### config.mk
export PLATFORM = sky130hd
export DESIGN_NAME = tile_map_bitmap
export DESIGN_NICKNAME = d
export VERILOG_FILES = /design/src/rtl/tile_map_bitmap.sv
export SDC_FILE = /design/constraint.sdc
export NUM_CORES = 1
export LEC_CHECK = 0
export BUFFER_PORTS_ARGS = -buffer_cell sky130_fd_sc_hd__buf_2
export CAP_MARGIN = 20
export CORE_MARGIN = 3
export CORE_UTILIZATION = 61
export CTS_CLUSTER_SIZE = 16
export DETAILED_ROUTE_END_ITERATION = 10
export PLACE_DENSITY = 0.78
export SETUP_SLACK_MARGIN = 0.3
export SYNTH_ARGS = -nofsm -noshare
export SYNTH_HDL_FRONTEND = slang
export SYNTH_SLANG_ARGS = --single-unit
### constraint.sdc
create_clock -name clk -period 15.5 [get_ports clk]
set_clock_uncertainty 0.05 [all_clocks]
set_input_delay 3.1 -clock clk [delete_from_list [all_inputs] [get_ports clk]]
set_output_delay 3.1 -clock clk [all_outputs]
set_load 0.005 [all_outputs]
### src/rtl/tile_map_bitmap.sv
// Writable MAP_ROWS x MAP_COLS tile map with default-level reload sequencer and 1-cycle pixel renderer.
// Optional collision query port enabled by defining COLLISION_QUERY_EN.
module tile_map_bitmap #(
  parameter int         TILE_X_BITS  = 5,
  parameter int         TILE_Y_BITS  = 5,
  parameter int         MAP_COLS     = 17,
  parameter int         MAP_ROWS     = 11,
  parameter logic [7:0] WALL_COLOR   = 8'hE0,
  parameter logic [7:0] BRICK_COLOR  = 8'h8C,
  parameter logic [7:0] MORTAR_COLOR = 8'h49,
  parameter logic [7:0] TRANSPARENT  = 8'hFF,
  localparam int        COL_W        = $clog2(MAP_COLS),
  localparam int        ROW_W        = $clog2(MAP_ROWS)
) (
  input  logic             clk,
  input  logic             reset,
  input  logic [10:0]      offsetX,
  input  logic [10:0]      offsetY,
  input  logic             InsideRectangle,
  input  logic             load_level,
  input  logic             wr_en,
  input  logic [COL_W-1:0] wr_col,
  input  logic [ROW_W-1:0] wr_row,
  input  logic [1:0]       wr_type,
  output logic             wr_ack,
  output logic             wr_err,
  output logic             busy,
  output logic             drawingRequest,
  output logic [7:0]       RGBout
`ifdef COLLISION_QUERY_EN
  ,
  input  logic [COL_W-1:0] q_col,
  input  logic [ROW_W-1:0] q_row,
  output logic [1:0]       q_type
`endif
);

  localparam int NX = TILE_X_BITS + COL_W;
  localparam int NY = TILE_Y_BITS + ROW_W;
  localparam logic [COL_W-1:0] LAST_COL = COL_W'(MAP_COLS - 1);
  localparam logic [ROW_W-1:0] LAST_ROW = ROW_W'(MAP_ROWS - 1);

  typedef enum logic {ST_IDLE = 1'b0, ST_RELOAD = 1'b1} state_t;

  state_t           state_r;
  logic [COL_W-1:0] col_r;
  logic [ROW_W-1:0] row_r;
  logic [1:0]       cells_r [MAP_ROWS][MAP_COLS];

  logic             wr_ok_s;
  logic             cell_we_s;
  logic [ROW_W-1:0] cell_row_s;
  logic [COL_W-1:0] cell_col_s;
  logic [1:0]       cell_wd_s;

  logic [COL_W-1:0] mc_s, mc_idx_s;
  logic [ROW_W-1:0] mr_s, mr_idx_s;
  logic             pix_in_map_s;
  logic [1:0]       pix_cell_s;
  logic             mortar_s;
  logic [7:0]       pix_s;

  // Level layout: solid pillars on even/even, clear spawn corner, bricks on every third diagonal.
  function automatic logic [1:0] default_code(input int r, input int c);
    if ((r % 2 == 0) && (c % 2 == 0)) begin
      return 2'd1;
    end else if ((r < 2) && (c < 2)) begin
      return 2'd0;
    end else if ((r + c) % 3 == 0) begin
      return 2'd2;
    end else begin
      return 2'd0;
    end
  endfunction

  assign busy           = (state_r == ST_RELOAD);
  assign drawingRequest = (RGBout != TRANSPARENT);

  // A load request in the same cycle pre-empts the write.
  assign wr_ok_s = !reset && wr_en && (state_r == ST_IDLE) && !load_level &&
                   (int'(wr_col) < MAP_COLS) && (int'(wr_row) < MAP_ROWS);

  // Select the single cell write for this cycle: reload sequencer or game write port.
  always_comb begin
    cell_we_s  = 1'b0;
    cell_row_s = row_r;
    cell_col_s = col_r;
    cell_wd_s  = default_code(int'(row_r), int'(col_r));
    if (reset) begin
      cell_we_s = 1'b0;
    end else if (state_r == ST_RELOAD) begin
      cell_we_s = 1'b1;
    end else if (wr_ok_s) begin
      cell_we_s  = 1'b1;
      cell_row_s = wr_row;
      cell_col_s = wr_col;
      cell_wd_s  = wr_type;
    end else begin
      cell_we_s = 1'b0;
    end
  end

  // Cell storage, no reset so it can map onto RAM/LUT storage.
  always_ff @(posedge clk) begin
    if (cell_we_s) begin
      cells_r[cell_row_s][cell_col_s] <= cell_wd_s;
    end
  end

  assign mc_s         = offsetX[TILE_X_BITS +: COL_W];
  assign mr_s         = offsetY[TILE_Y_BITS +: ROW_W];
  assign pix_in_map_s = ((offsetX >> NX) == 11'd0) && ((offsetY >> NY) == 11'd0) &&
                        (int'(mc_s) < MAP_COLS) && (int'(mr_s) < MAP_ROWS);
  assign mc_idx_s     = (int'(mc_s) < MAP_COLS) ? mc_s : COL_W'(0);
  assign mr_idx_s     = (int'(mr_s) < MAP_ROWS) ? mr_s : ROW_W'(0);
  assign pix_cell_s   = cells_r[mr_idx_s][mc_idx_s];

  // Brick courses are 8 px tall; odd courses (py[3]) shift the head joints to a 32 px pitch.
  assign mortar_s = (offsetY[2:0] == 3'd0) ||
                    (offsetY[3] ? (offsetX[4:0] == 5'd0) : (offsetX[3:0] == 4'd0));

  // Next pixel colour from the addressed cell.
  always_comb begin
    pix_s = TRANSPARENT;
    if (!InsideRectangle || busy || !pix_in_map_s) begin
      pix_s = TRANSPARENT;
    end else begin
      case (pix_cell_s)
        2'd1:    pix_s = WALL_COLOR;
        2'd2:    pix_s = mortar_s ? MORTAR_COLOR : BRICK_COLOR;
        default: pix_s = TRANSPARENT;
      endcase
    end
  end

  // Reload sequencer FSM with registered pixel and write-handshake outputs.
  always_ff @(posedge clk) begin
    if (reset) begin
      state_r <= ST_RELOAD;
      row_r   <= ROW_W'(0);
      col_r   <= COL_W'(0);
      RGBout  <= TRANSPARENT;
      wr_ack  <= 1'b0;
      wr_err  <= 1'b0;
    end else begin
      RGBout <= pix_s;
      wr_ack <= wr_ok_s;
      wr_err <= wr_en && !wr_ok_s;
      case (state_r)
        ST_IDLE: begin
          if (load_level) begin
            state_r <= ST_RELOAD;
            row_r   <= ROW_W'(0);
            col_r   <= COL_W'(0);
          end
        end
        ST_RELOAD: begin
          if (load_level) begin
            row_r <= ROW_W'(0);
            col_r <= COL_W'(0);
          end else if ((row_r == LAST_ROW) && (col_r == LAST_COL)) begin
            state_r <= ST_IDLE;
            row_r   <= ROW_W'(0);
            col_r   <= COL_W'(0);
          end else if (col_r == LAST_COL) begin
            col_r <= COL_W'(0);
            row_r <= row_r + ROW_W'(1);
          end else begin
            col_r <= col_r + COL_W'(1);
          end
        end
        default: begin
          state_r <= ST_RELOAD;
          row_r   <= ROW_W'(0);
          col_r   <= COL_W'(0);
        end
      endcase
    end
  end

`ifdef COLLISION_QUERY_EN
  logic             q_in_map_s;
  logic [1:0]       q_cell_s;

  assign q_in_map_s = (int'(q_col) < MAP_COLS) && (int'(q_row) < MAP_ROWS);
  assign q_cell_s   = cells_r[q_in_map_s ? q_row : ROW_W'(0)][q_in_map_s ? q_col : COL_W'(0)];

  // Collision answer; anything unknown reads as solid so movers stay put.
  always_ff @(posedge clk) begin
    if (reset) begin
      q_type <= 2'd1;
    end else if (busy || !q_in_map_s) begin
      q_type <= 2'd1;
    end else begin
      q_type <= q_cell_s;
    end
  end
`endif

endmodule

After elaboration in Yosys (flattened, before gate mapping). Memory sizes are Yosys's and may differ from the RTL's. Cells that the tools add are included.

Bits in registers: 20. Memory bits (writable): 374. Input bits: 38. Logic and storage cells: 102. Memories: 1.

Memory list: cells_r (words 11, bits a word 34, read ports 1, clocked after Yosys merged registers in 0, write ports 1, line 48) `logic [1:0] cells_r [MAP_ROWS][MAP_COLS];`.

$add $sub $neg: 3. Divide/modulo/power cells: 1. $lt $le $gt $ge: 9. Eq/ne operators: 7. Mux-type cells: 41. Bitwise logic cells: 3. Reductions and logical operators: 31.

Operator list (count): $logic_not A32 Y1 (3); $mux W5 (8); $mux W34 (1); $mod A32 B3 Y32 const B (1); $mux W4 (8); $logic_not A11 Y1 (2); $mux W2 (9); $pmux W8 S2 (1); $logic_and A1 B1 Y1 (13); $ge A6 B6 Y1 const B (2); $not A5 Y6 (2); $bmux W2 S5 (1); $demux W2 S5 (1); $lt A5 B5 Y1 const B (2); $pmux W5 S2 (1); $lt A4 B4 Y1 const B (2); $mux W1 (8); $mux W8 (1); $ne A8 B8 Y1 const B (1); $pmux W4 S2 (1); $add A4 B5 Y6 (1); $lt A6 B1 Y1 const B (1); $add A5 B1 Y5 const B (1); $eq A5 B5 Y1 const B (1); 17 further kinds (23).

Longest topological paths before layout. Gate-level depths: netlist of the first run.

Word-level depth: 15. Mapped depth: 27. Depth with buffers taken out: 26.

Least setup slack after synthesis of the first run. OpenSTA, ideal clock, no wires.

Kind: reg-to-reg. From: register row_r[0]. To: memory cells_r[0][11] (netlist bit), data pin. Arrival time: 9.771 ns. Required time: 14.363 ns. Setup slack: 4.592 ns. Cell stages (with the launch flop): 27. Cells stage by stage: dfxtp_1 -> ha_1 -> inv_1 -> fa_1 -> nand2b_1 -> nand2b_1 -> a21o_1 -> xnor2_1 -> ha_1 -> buf_4 -> nand3b_1 -> mux2i_1 -> nor3_1 -> nor3b_4 -> a31oi_1 -> ha_1 -> inv_1 -> o2111ai_1 -> a211oi_4 -> and2_1 -> buf_6 -> xnor2_1 -> ha_1 -> or3_1 -> o31ai_2 -> xor2_1 -> a221oi_2.

Word-level cells in the longest chain between the ends: 9. Elaborated cells between the ends (all ways): 13. Those cells by class: add/sub: 1; div: 1; order compare: 1; mux: 6; reduce/logical: 4.

RTL lines: start: declaration (line 47) `logic [ROW_W-1:0] row_r;`; start signal: assignment (line 167) `row_r <= row_r + ROW_W'(1);`; $add A4 B5 Y6 (line 69) `end else if ((r + c) % 3 == 0) begin`; $mod A32 B3 Y32 (line 69); $logic_not A32 Y1 (line 69); $mux W2 (line 69); $mux W2 (line 67) `end else if ((r < 2) && (c < 2)) begin`; $mux W2 * (line 65) `if ((r % 2 == 0) && (c % 2 == 0)) begin`; $mux W2 (line 93) `end else if (wr_ok_s) begin`; $mux W2 (line 91) `end else if (state_r == ST_RELOAD) begin`; $mux W2 * (line 89) `if (reset) begin`; via cell_wd_s[1] (line 54) `logic [1:0] cell_wd_s;`; end: declaration (line 48).

The timed path passes the listed nets; every way through them passes the cells marked *.

Final worst setup path of the first run.
From: register row_r[0]. To: memory cells_r[5][3] (netlist bit), data pin.

Same word-level chain as after synthesis.

==> metrics, run 1 <==
CP required=15.70 ns; GRT Util Overall=0.286; worst setup path start=row_r[0]$_SDFFE_PP0P_; share of cells above drive strength 1=0.112; routability congestion estimate=0.910; status=completed; TNS Setup=0 ns; Root Driver=clkbuf_16; post-synthesis average cell area=12.0 um2; dpl ws=7.00 ns; WHS=0.547 ns; Adder-Cell Fraction of Synth Area=0.0149; Synth Flop Type=edfxtp_1; post-CTS setup buffers=0; CTS tree=done; reg2reg start=row_r[0]$_SDFFE_PP0P_; Worst R2R Setup Slack=7.23 ns; compound-cell area share of the yosys netlist=0.115; die height=178 um; Max Cap Violations=0; YS warnings=0; Slew @ Worst Pin=1.12 ns; first-pass GRT wire length=69000 um; fin worst setup slack=7.23 ns; DR vias=12800; Peak supply drop=0.0000639 V; Flop pwr share=0.521; grt ovf=0; FP Rows=62; ys async rst share=0; post-synthesis net count=1572; Num CTS Buffers=40; critical path class=reg -> reg; number of antenna diodes=0; Max Buffers Root-to-Sink=3; sequential area share after synthesis=0.640; Sw Share=0.224; Starting Density=0.625; DPL Wire Length=27400 um; most common cell after layout, fill and taps aside=edfxtp_1; vias in the first global route=12400; Rel. slew slack=0.248; leakage power=6.49 nW; Yosys reg bits=393; Die ar.=31800 um2; crit-path max FO=106; final hold viol count=0; clock share of power=0.410; crit path DAT=8.48 ns; Tmin final=8.27 ns; Hold Crit Class=reg -> reg; multiplexer share of the synthesized area=0.0533; via density per instance=6.60; clk_lat worst skew=0.54 ns; Post-CTS Resized=0; CTS Sinks=393; xor/xnor share of the synthesized area=0.00731; Final Cycle Share=0.534; largest family of logic cells by synthesized area=simple AND/OR/NAND/NOR gates; Post-DRT Antenna Nets=0; PD cells=112 nW/um2; initial DRC count=1475; initial antenna violation count=0; Area Growth Syn to Fin=9.92%; endpoint class of the critical path=flip-flop; Gate power share=0.069; CTS HTree Levels=2; Simple-Gate Fraction of Synth Area=0.141; largest net degree at the start of global routing=119; mapped cell area=18100 um2; max-slew violation count=0; commonest cells after routing, fill and taps aside=edfxtp_1 (374), nor2_1 (241), nand2_1 (205); Mapped Cells=1513; CORE AREA=29000 um2; Hold Buf Count CTS=0; setup violators final=0; # IOs=50; clock slew seen by the registers of the worst setup and hold paths=0.06 ns; WL/cell=23.6 um; Startpoint Class=flip-flop; Yosys cell types=88; worst min-delay path startpoint=col_r[1]$_SDFFE_PP0P_; Total Wirelength=45700 um; Die Width=178 um; PortBufs=48; nets@finish=1583; TritonRoute pass-1 iters=9; unrepaired setup endpoints after global routing=no; DRC viols=0; NetSw=0.502 mW; number of synthesized flops with an enable pin=374; Peak Freq=121 MHz; cell-internal power=1.74 mW
==> registers in the layout, indices dropped and copies added (netlist names) <==
signal and count:
RGBout 7, col_r 5, wr_err 1, cells_r 374
busy 1, row_r 4, wr_ack 1
==> power groups by stage <==
stage	Clock (mW)	Sequential, mW	Combinational [mW]
floorplan	0	1.19	0.0949
global placement	0	1.19	0.147
detailed placement	0	1.19	0.150
CTS	0.921	1.17	0.152
global route	0.965	1.17	0.165
finish	0.918	1.17	0.155
==> cells by family (layout without fill, tap and decap cells) <==
logic type | Yosys count | count (layout)
multiplexers | 86 | 86
flip-flops | 393 | 393
buffers and inverters | 123 | 162
adder cells (fa/ha/maj) | 21 | 21
XOR/XNOR | 13 | 13
AO/OA/AOI/OAI | 291 | 291
AND/OR/NAND/NOR | 586 | 586
==> cells in the mapped netlist (19+ instances only) <==
| cell type | number | area (um2) |
|---|---|---|
| nor2_1 | 241 | 905 |
| nand3_1 | 30 | 150 |
| dfxtp_1 | 19 | 380 |
| nor3_1 | 35 | 175 |
| a221oi_1 | 21 | 184 |
| ha_1 | 20 | 250 |
| mux2i_1 | 73 | 731 |
| edfxtp_1 | 374 | 11200 |
| a31oi_1 | 19 | 119 |
| nand2_1 | 208 | 781 |
| clkbuf_1 | 77 | 289 |
| a21oi_1 | 59 | 295 |
| o21ai_0 | 54 | 270 |
| inv_1 | 19 | 71.3 |
==> critical path, stage by stage (launching register included) <==
cell       delay [ns]
dfxtp_1          0.49
ha_1             0.30
inv_1            0.07
fa_1             0.53
nand2b_1         0.25
nand2b_1         0.11
a21o_1           0.13
xnor2_1          0.19
ha_1             0.53
nand3b_1         0.12
mux2i_1          0.36
nor3_1           0.19
nor3b_4          0.44
a31oi_1          0.16
ha_1             0.26
inv_1            0.10
o2111ai_1        0.27
a211oi_4         0.35
and2_1           0.32
xnor2_1          0.10
ha_1             0.22
or3_1            0.39
a2111oi_2        0.37
a221oi_1         0.13
a221oi_4         0.21
buf_4            0.56
buf_4            0.33
buf_16           0.29
==> metal layers <==
metal	global-route usage	vias to the layer above	wire length, um
met3	0.0570	145	4590
met5	0.0224	-	95
met2	0.467	750	22100
met1	0.374	6189	17000
met4	0.120	2	1900
li1	-	5683	-
==> area by class of cell <==
| type | instances | area, um2 |
|---|---|---|
| sequential | 393 | 11600 |
| fill | 2046 | 9080 |
| multi-input combinational | 997 | 6060 |
| clock buffer | 51 | 1080 |
| tap | 384 | 480 |
| timing repair buffer | 71 | 468 |
| clock inverter | 19 | 151 |
| inverter | 21 | 81.3 |
==> stage by stage <==
step	cell area, um2	power (mW)	utilization	std cells
after floorplan	18100	1.29	-	1513
after global placement	18600	1.34	0.642	1862
after detailed placement	18600	1.34	0.643	1863
after CTS	19900	2.24	0.685	1933
after global routing	19900	2.30	0.687	1936
final	19900	2.24	0.687	1936
==> path summary, 6_finish.rpt <==
kind                             endpoint  cells after the start
setup reg to reg  cells_r[5][3]$_DFFE_PP_                     27
hold / removal      col_r[1]$_SDFFE_PP0P_                      2
setup / recovery  cells_r[5][3]$_DFFE_PP_                     27
hold reg to reg     col_r[1]$_SDFFE_PP0P_                      2
No activity file was read; power rests on OpenSTA's default activity.
==> run 2: changes to the inputs <==
--- a/config.mk
+++ b/config.mk
@@ -8,10 +8,10 @@
 export BUFFER_PORTS_ARGS = -buffer_cell sky130_fd_sc_hd__buf_2
 export CAP_MARGIN = 20
 export CORE_MARGIN = 3
-export CORE_UTILIZATION = 61
+export CORE_UTILIZATION = 56
 export CTS_CLUSTER_SIZE = 16
 export DETAILED_ROUTE_END_ITERATION = 10
-export PLACE_DENSITY = 0.78
+export PLACE_DENSITY = 0.76
 export SETUP_SLACK_MARGIN = 0.3
 export SYNTH_ARGS = -nofsm -noshare
 export SYNTH_HDL_FRONTEND = slang
==> constraint.sdc (replaced) <==
create_clock -name clk -period 7.3 [get_ports clk]
set_clock_uncertainty 0.05 [all_clocks]
set_input_delay 1.46 -clock clk [delete_from_list [all_inputs] [get_ports clk]]
set_output_delay 1.46 -clock clk [all_outputs]
set_load 0.005 [all_outputs]
==> run 2 against run 1 <==
Effect of this change: fmax up 28%; flip-flop and latch count unchanged; critical path depth down 3; power up 110%; setup slack worse by 6.4 ns.
==> metrics, run 2 (synthesis gave the netlist of run 1 again) <==
design area=20200 um2 (+1.3%); most common cell after layout, fill and taps aside=edfxtp_1; CTS HTree Levels=2 (unchanged); Max Cap Violations=0 (unchanged); clock slew seen by the registers of the worst setup and hold paths=0.07 ns (about the same); cell-internal power=3.68 mW (+110%); final hold viol count=0 (unchanged); Startpoint Class=flip-flop; placed instance count=1896 (+1.8%); Flop pwr share=0.525 (+0.004); crit-path max FO=32 (-70%); via density per instance=6.49 (-1.6%); Root Driver=clkbuf_16; endpoint class of the critical path=flip-flop; DR vias=12800 (+0.0078%); crit path DAT=6.76 ns (-1.72 ns); CORE AREA=31700 um2 (+9.3%); share of cells above drive strength 1=0.132 (+0.0202); CP max stage cell=ha_1; Final Cycle Share=0.886 (+0.352); fin worst setup slack=0.835 ns (-6.39 ns); Rel. slew slack=0.220 (-0.0278); crit-path cells=ha_2 > inv_4 > nor3_4 > o21ai_0 > inv_1 > ha_1 > o41ai_4 > nor2_1 > o22ai_1 > a21oi_2 > a31oi_1 > ha_2 > inv_2 > o2111ai_4 > a211oi_4 > and2_1 > xnor2_2 > ha_2 > or3_1 > a2111oi_2 > a221oi_1 > a221oi_4 > buf_12 > buf_4; die height=186 um (+4.2%); Die ar.=34600 um2 (+8.6%); PortBufs=48 (unchanged); grt ovf=0 (unchanged); nets@finish=1595 (+0.76%); CTS tree=done; Slew @ Worst Pin=1.17 ns (+0.0416 ns); Num CTS Buffers=38 (-5.0%); status=completed; CP dominant cell by count=ha_2; # IOs=50 (unchanged); largest net degree at the start of global routing=83 (-30%); Die Width=186 um (+4.2%); Post-DRT Antenna Nets=0 (unchanged); Peak supply drop=0.000156 V (+140%); Starting Density=0.572 (-0.0533); commonest cells after routing, fill and taps aside=edfxtp_1 (374), nor2_1 (241), nand2_1 (205); unrepaired setup endpoints after global routing=no; Tmin final=6.46 ns (-1.81 ns); DPL Wire Length=29700 um (+8.4%); Peak Freq=155 MHz (+28%); setup violators final=0 (unchanged); NetSw=1.04 mW (+110%); PD cells=234 nW/um2 (+110%); initial antenna violation count=2 (+2); Area Growth Syn to Fin=11.3%; GRT Util Overall=0.269 (-0.0167); number of antenna diodes=0 (unchanged); DP Area=18900 um2 (+1.6%); Non-Filler Instances=1967 (+1.6%); Total Wirelength=46800 um (+2.4%); Max Buffers Root-to-Sink=3 (unchanged); Hold Crit Class=reg -> reg; Sw Share=0.221 (-0.00267); leakage power=6.60 nW (+1.8%); Gate power share=0.073 (+0.004); CP required=7.60 ns (-8.10 ns); max reg flops=374 (unchanged); vias in the first global route=12700 (+2.4%); Slowest Stage Delay on Critical Path=0.58 ns (+0.02 ns); dpl ws=0.559 ns (-6.44 ns); TritonRoute pass-1 iters=5 (-4); clock share of power=0.402 (-0.008); routability congestion estimate=0.869 (-4.5%); WL/cell=23.8 um (+0.77%); DRC viols=0 (unchanged); initial DRC count=1645 (+12%); critical path class=reg -> reg; biggest regs=cells_r: 374 flops, RGBout: 7 flops, col_r: 5 flops; max-slew violation count=0 (unchanged); first-pass GRT wire length=70900 um (+2.7%); FP Rows=65 (+4.8%); CTS Sinks=393 (unchanged); clk_lat worst skew=0.53 ns (about the same); Biggest register=cells_r; WHS=0.489 ns (-0.0574 ns)
==> run 2: repair_timing <==
item,4_1_cts,5_1_grt
gates resized for setup,0,4
endpoints found under the setup margin,0,160
hold buffers,0,0
setup buffers,0,1
==> run 2: metrics by stage <==
| stage | TNS [ns] | utilization | power (mW) |
|---|---|---|---|
| 5_1_grt | 0 | 0.637 | 4.84 |
| 2_1_floorplan | -162.77 | - | 2.74 |
| 6_report | 0 | 0.637 | 4.72 |
| 3_3_place_gp | 0 | 0.597 | 2.85 |
| 3_5_place_dp | 0 | 0.597 | 2.86 |
| 4_1_cts | 0 | 0.635 | 4.72 |
==> run 2: area by class of cell <==
type | instances | area [um2]
Sequential cell | 393 | 11600
Tap cell | 402 | 503
Clock inverter | 19 | 135
Multi-Input combinational cell | 997 | 6170
Timing Repair Buffer | 85 | 626
Fill cell | 2356 | 11500
Clock buffer | 50 | 1060
Inverter | 21 | 81.3
==> run 2: power by group through the flow <==
stage / sequential, mW / combinational [mW] / clock [mW]
global placement: 2.53 / 0.328 / 0
global route: 2.48 / 0.367 / 2.00
floorplan: 2.53 / 0.204 / 0
detailed placement: 2.53 / 0.334 / 0
finish: 2.48 / 0.345 / 1.90
CTS: 2.48 / 0.336 / 1.90
==> run 2: path summary, 6_finish.rpt <==
kind | from | to | slack, ns | depth (start not counted)
setup / recovery | col_r[3]$_SDFFE_PP0P_ | cells_r[6][33]$_DFFE_PP_ | 0.84 | 24
hold / removal | col_r[1]$_SDFFE_PP0P_ | col_r[1]$_SDFFE_PP0P_ | 0.49 | 2
setup reg to reg | col_r[3]$_SDFFE_PP0P_ | cells_r[6][33]$_DFFE_PP_ | 0.84 | 24
hold reg to reg | col_r[1]$_SDFFE_PP0P_ | col_r[1]$_SDFFE_PP0P_ | 0.49 | 2
==> run 2: worst max-delay path, delay by kind of cell (launching register included) <==
kind                       cells  cell delay [ns]
xor gates and xnor gates       1             0.09
AOI/OAI and AO/OA             10             2.00
buffers and inverters          5             0.81
and+or+nand+nor                4             1.36
DFF                            1             0.42
adders and majority gates      4             1.51
==> run 2: per-layer routing <==
layer | part of all wire | global-route usage | up-vias
met5 | 0.00047 | 0 | -
met4 | 0.039 | 0.107 | 4
met3 | 0.092 | 0.0457 | 131
met2 | 0.50 | 0.466 | 669
met1 | 0.37 | 0.339 | 6258
li1 | - | - | 5708
==> run 3: changes to the inputs <==
--- a/config.mk
+++ b/config.mk
@@ -8,10 +8,9 @@
 export BUFFER_PORTS_ARGS = -buffer_cell sky130_fd_sc_hd__buf_2
 export CAP_MARGIN = 20
 export CORE_MARGIN = 3
-export CORE_UTILIZATION = 56
+export CORE_UTILIZATION = 30
 export CTS_CLUSTER_SIZE = 16
 export DETAILED_ROUTE_END_ITERATION = 10
-export PLACE_DENSITY = 0.76
 export SETUP_SLACK_MARGIN = 0.3
 export SYNTH_ARGS = -nofsm -noshare
 export SYNTH_HDL_FRONTEND = slang
==> run 3 against run 2 <==
Effect of this change: combinational power grew 3%; highest routed layer unchanged; die area up 83%; setup slack lost 0.049 ns; global-route usage shrank 11 points; utilization decreased by 28 points; critical endpoint is now cells_r[8][3]$_DFFE_PP_; critical path depth shrank 1; fmax decreased by 0.75%; largest power group unchanged; critical path type unchanged.
==> metrics, run 3 (synthesis gave the netlist of run 1 again) <==
CORE AREA=59500 um2 (+87%); CTS tree=done; Reg area=11600 um2 (unchanged); clock slew seen by the registers of the worst setup and hold paths=0.06 ns (about the same); crit-path max FO=37 (+16%); setup violators final=0 (unchanged); Total Wirelength=50900 um (+8.6%); Rel. slew slack=0.274 (+0.0536); PortBufs=48 (unchanged); Flop pwr share=0.501 (-0.024); critical path class=reg -> reg; Peak Freq=154 MHz (-0.75%); Biggest register=cells_r; Post-DRT Antenna Nets=0 (unchanged); RR Endpoint=cells_r[8][3]$_DFFE_PP_; Max Cap Violations=0 (unchanged); placed instance count=2278 (+20%); CTS HTree Levels=2 (unchanged); TritonRoute pass-1 iters=5 (unchanged); largest net degree at the start of global routing=78 (-6.0%); DRC viols=0 (unchanged); share of cells above drive strength 1=0.144 (+0.0118); Tmin final=6.51 ns (+0.0486 ns); first-pass GRT wire length=77200 um (+8.8%); initial antenna violation count=6 (+4); # IOs=50 (unchanged); Gate power share=0.072 (about the same); most common cell after layout, fill and taps aside=edfxtp_1; max reg flops=374 (unchanged); Die Width=252 um (+35%); status=completed; nets@finish=1610 (+0.94%); initial DRC count=1355 (-18%); endpoint class of the critical path=flip-flop; fillers=5836 (+150%); Die ar.=63400 um2 (+83%); GRT Util Overall=0.159 (-0.110); vias in the first global route=12700 (-0.18%); Hold Crit Class=reg -> reg; commonest cells after routing, fill and taps aside=edfxtp_1 (374), nor2_1 (241), nand2_1 (205); crit path DAT=6.84 ns (+0.08 ns); total power=4.94 mW (+4.8%); via density per instance=5.39 (-17%); Hold Path Cell Cnt=2 (unchanged); cell-internal power=3.84 mW (+4.5%); unrepaired setup endpoints after global routing=no; worst r2r path cells=23 (-4.2%); post-CTS setup buffers=0 (unchanged); Final Cycle Share=0.892 (+0.00666); Worst R2R Setup Slack=0.79 ns (-0.05 ns); max-slew violation count=0 (unchanged); clk_lat worst skew=0.54 ns (about the same); Area Growth Syn to Fin=15.6%; clock share of power=0.427 (+0.025); Num CTS Buffers=41 (+7.9%); Root Driver=clkbuf_16; routability congestion estimate=0.839 (-3.4%); reg2reg start=col_r[2]$_SDFFE_PP0P_; Startpoint Class=flip-flop; design area=21000 um2 (+3.8%); Sw Share=0.224 (+0.00223); die height=252 um (+35%); Non-Filler Instances=2360 (+20%); DPL Wire Length=32100 um (+8.0%); FP Rows=89 (+37%); CP required=7.62 ns (+0.02 ns); leakage power=6.77 nW (+2.5%); final hold viol count=0 (unchanged); Max Buffers Root-to-Sink=3 (unchanged); WL/cell=21.5 um (-9.5%); Peak supply drop=0.000173 V (+11%); DP Area=19500 um2 (+3.0%); area of the multi-input gates=6170 um2 (about the same); Starting Density=0.305 (-0.267); biggest regs=cells_r: 374 flops, RGBout: 7 flops, col_r: 5 flops; grt ovf=0 (unchanged); DR vias=12700 (-0.42%); Slew @ Worst Pin=1.09 ns (-0.0803 ns); Min-Delay Endpoint=col_r[1]$_SDFFE_PP0P_; NetSw=1.11 mW (+5.8%); PD cells=236 nW/um2 (+0.91%); CTS Sinks=393 (unchanged); worst min-delay path startpoint=col_r[1]$_SDFFE_PP0P_
-- run 3: changes by cell type in the layout (fill, tap and decap cells not counted), sizes merged --
cell / change
buf: +12
clkbuf: +8
clkinv: -4
diode: +4
bufinv: +1
inv: +1
-- run 3: layout make-up --
| type | count | share of cell area |
|---|---|---|
| multi-input cells | 997 | 0.294 |
| clock buffers | 58 | 0.0573 |
| diodes | 4 | 0.000477 |
| clock inverters | 17 | 0.00758 |
| inverters | 21 | 0.00388 |
| flip-flops and latches | 393 | 0.554 |
| well taps | 773 | 0.0461 |
| repair buffers | 97 | 0.0364 |
-- run 3: worst max-delay path, stage by stage, from the launching register on --
cell       delay, ns
dfxtp_1         0.41
ha_1            0.66
nor2_1          0.17
nor3_4          0.35
o21ai_0         0.20
ha_2            0.30
nor4bb_1        0.16
a311o_1         0.41
o21ai_4         0.23
nor3b_4         0.44
a31oi_1         0.15
ha_2            0.20
inv_2           0.08
o2111ai_4       0.14
a211oi_4        0.25
and2_1          0.21
xnor2_2         0.07
ha_2            0.19
or3_1           0.39
a2111oi_2       0.38
a221oi_1        0.13
a221oi_4        0.28
buf_4           0.25
buf_12          0.21
-- run 3: worst max-delay path by stage --
stage	to	depth (start not counted)	start	slack, ns
after global placement	cells_r[5][5]$_DFFE_PP_	23	col_r[2]$_SDFFE_PP0P_	0.82
after CTS	cells_r[2][31]$_DFFE_PP_	23	col_r[2]$_SDFFE_PP0P_	0.60
after floorplan	cells_r[0][11]$_DFFE_PP_	25	row_r[0]$_SDFFE_PP0P_	-0.87
after global routing	cells_r[2][31]$_DFFE_PP_	23	col_r[2]$_SDFFE_PP0P_	0.34
final	cells_r[8][3]$_DFFE_PP_	23	col_r[2]$_SDFFE_PP0P_	0.79
after detailed placement	cells_r[7][3]$_DFFE_PP_	23	col_r[2]$_SDFFE_PP0P_	0.63
-- run 3: through the flow --
stage	TNS, ns	hold WS (ns)	util	setup WS [ns]
after CTS	0	0.478	0.351	0.604
after floorplan	-162.77	0.435	-	-0.870
after global routing	0	0.513	0.353	0.335
after global placement	0	0.455	0.328	0.815
after detailed placement	0	0.464	0.328	0.626
final	0	0.487	0.353	0.787
-- run 3: repair_timing --
| item | in CTS | in global routing |
|---|---|---|
| hold buffers | 0 | 0 |
| setup endpoints to repair | 0 | 187 |
| resized for setup | 0 | 2 |
-- run 3: per-layer routing --
layer  up-vias  GRT usage  wire, um
met5         -          0        39
met4         6     0.0592      1410
met3        85     0.0323      4100
met2       507      0.264     24700
met1      6385      0.206     20600
li1       5734          -         -
-- run 3: power by group through the flow --
stage	Combinational, mW	Clock, mW	Sequential, mW
finish	0.356	2.11	2.48
floorplan	0.204	0	2.53
CTS	0.353	2.13	2.48
global placement	0.347	0	2.53
global route	0.384	2.22	2.48
detailed placement	0.352	0	2.53
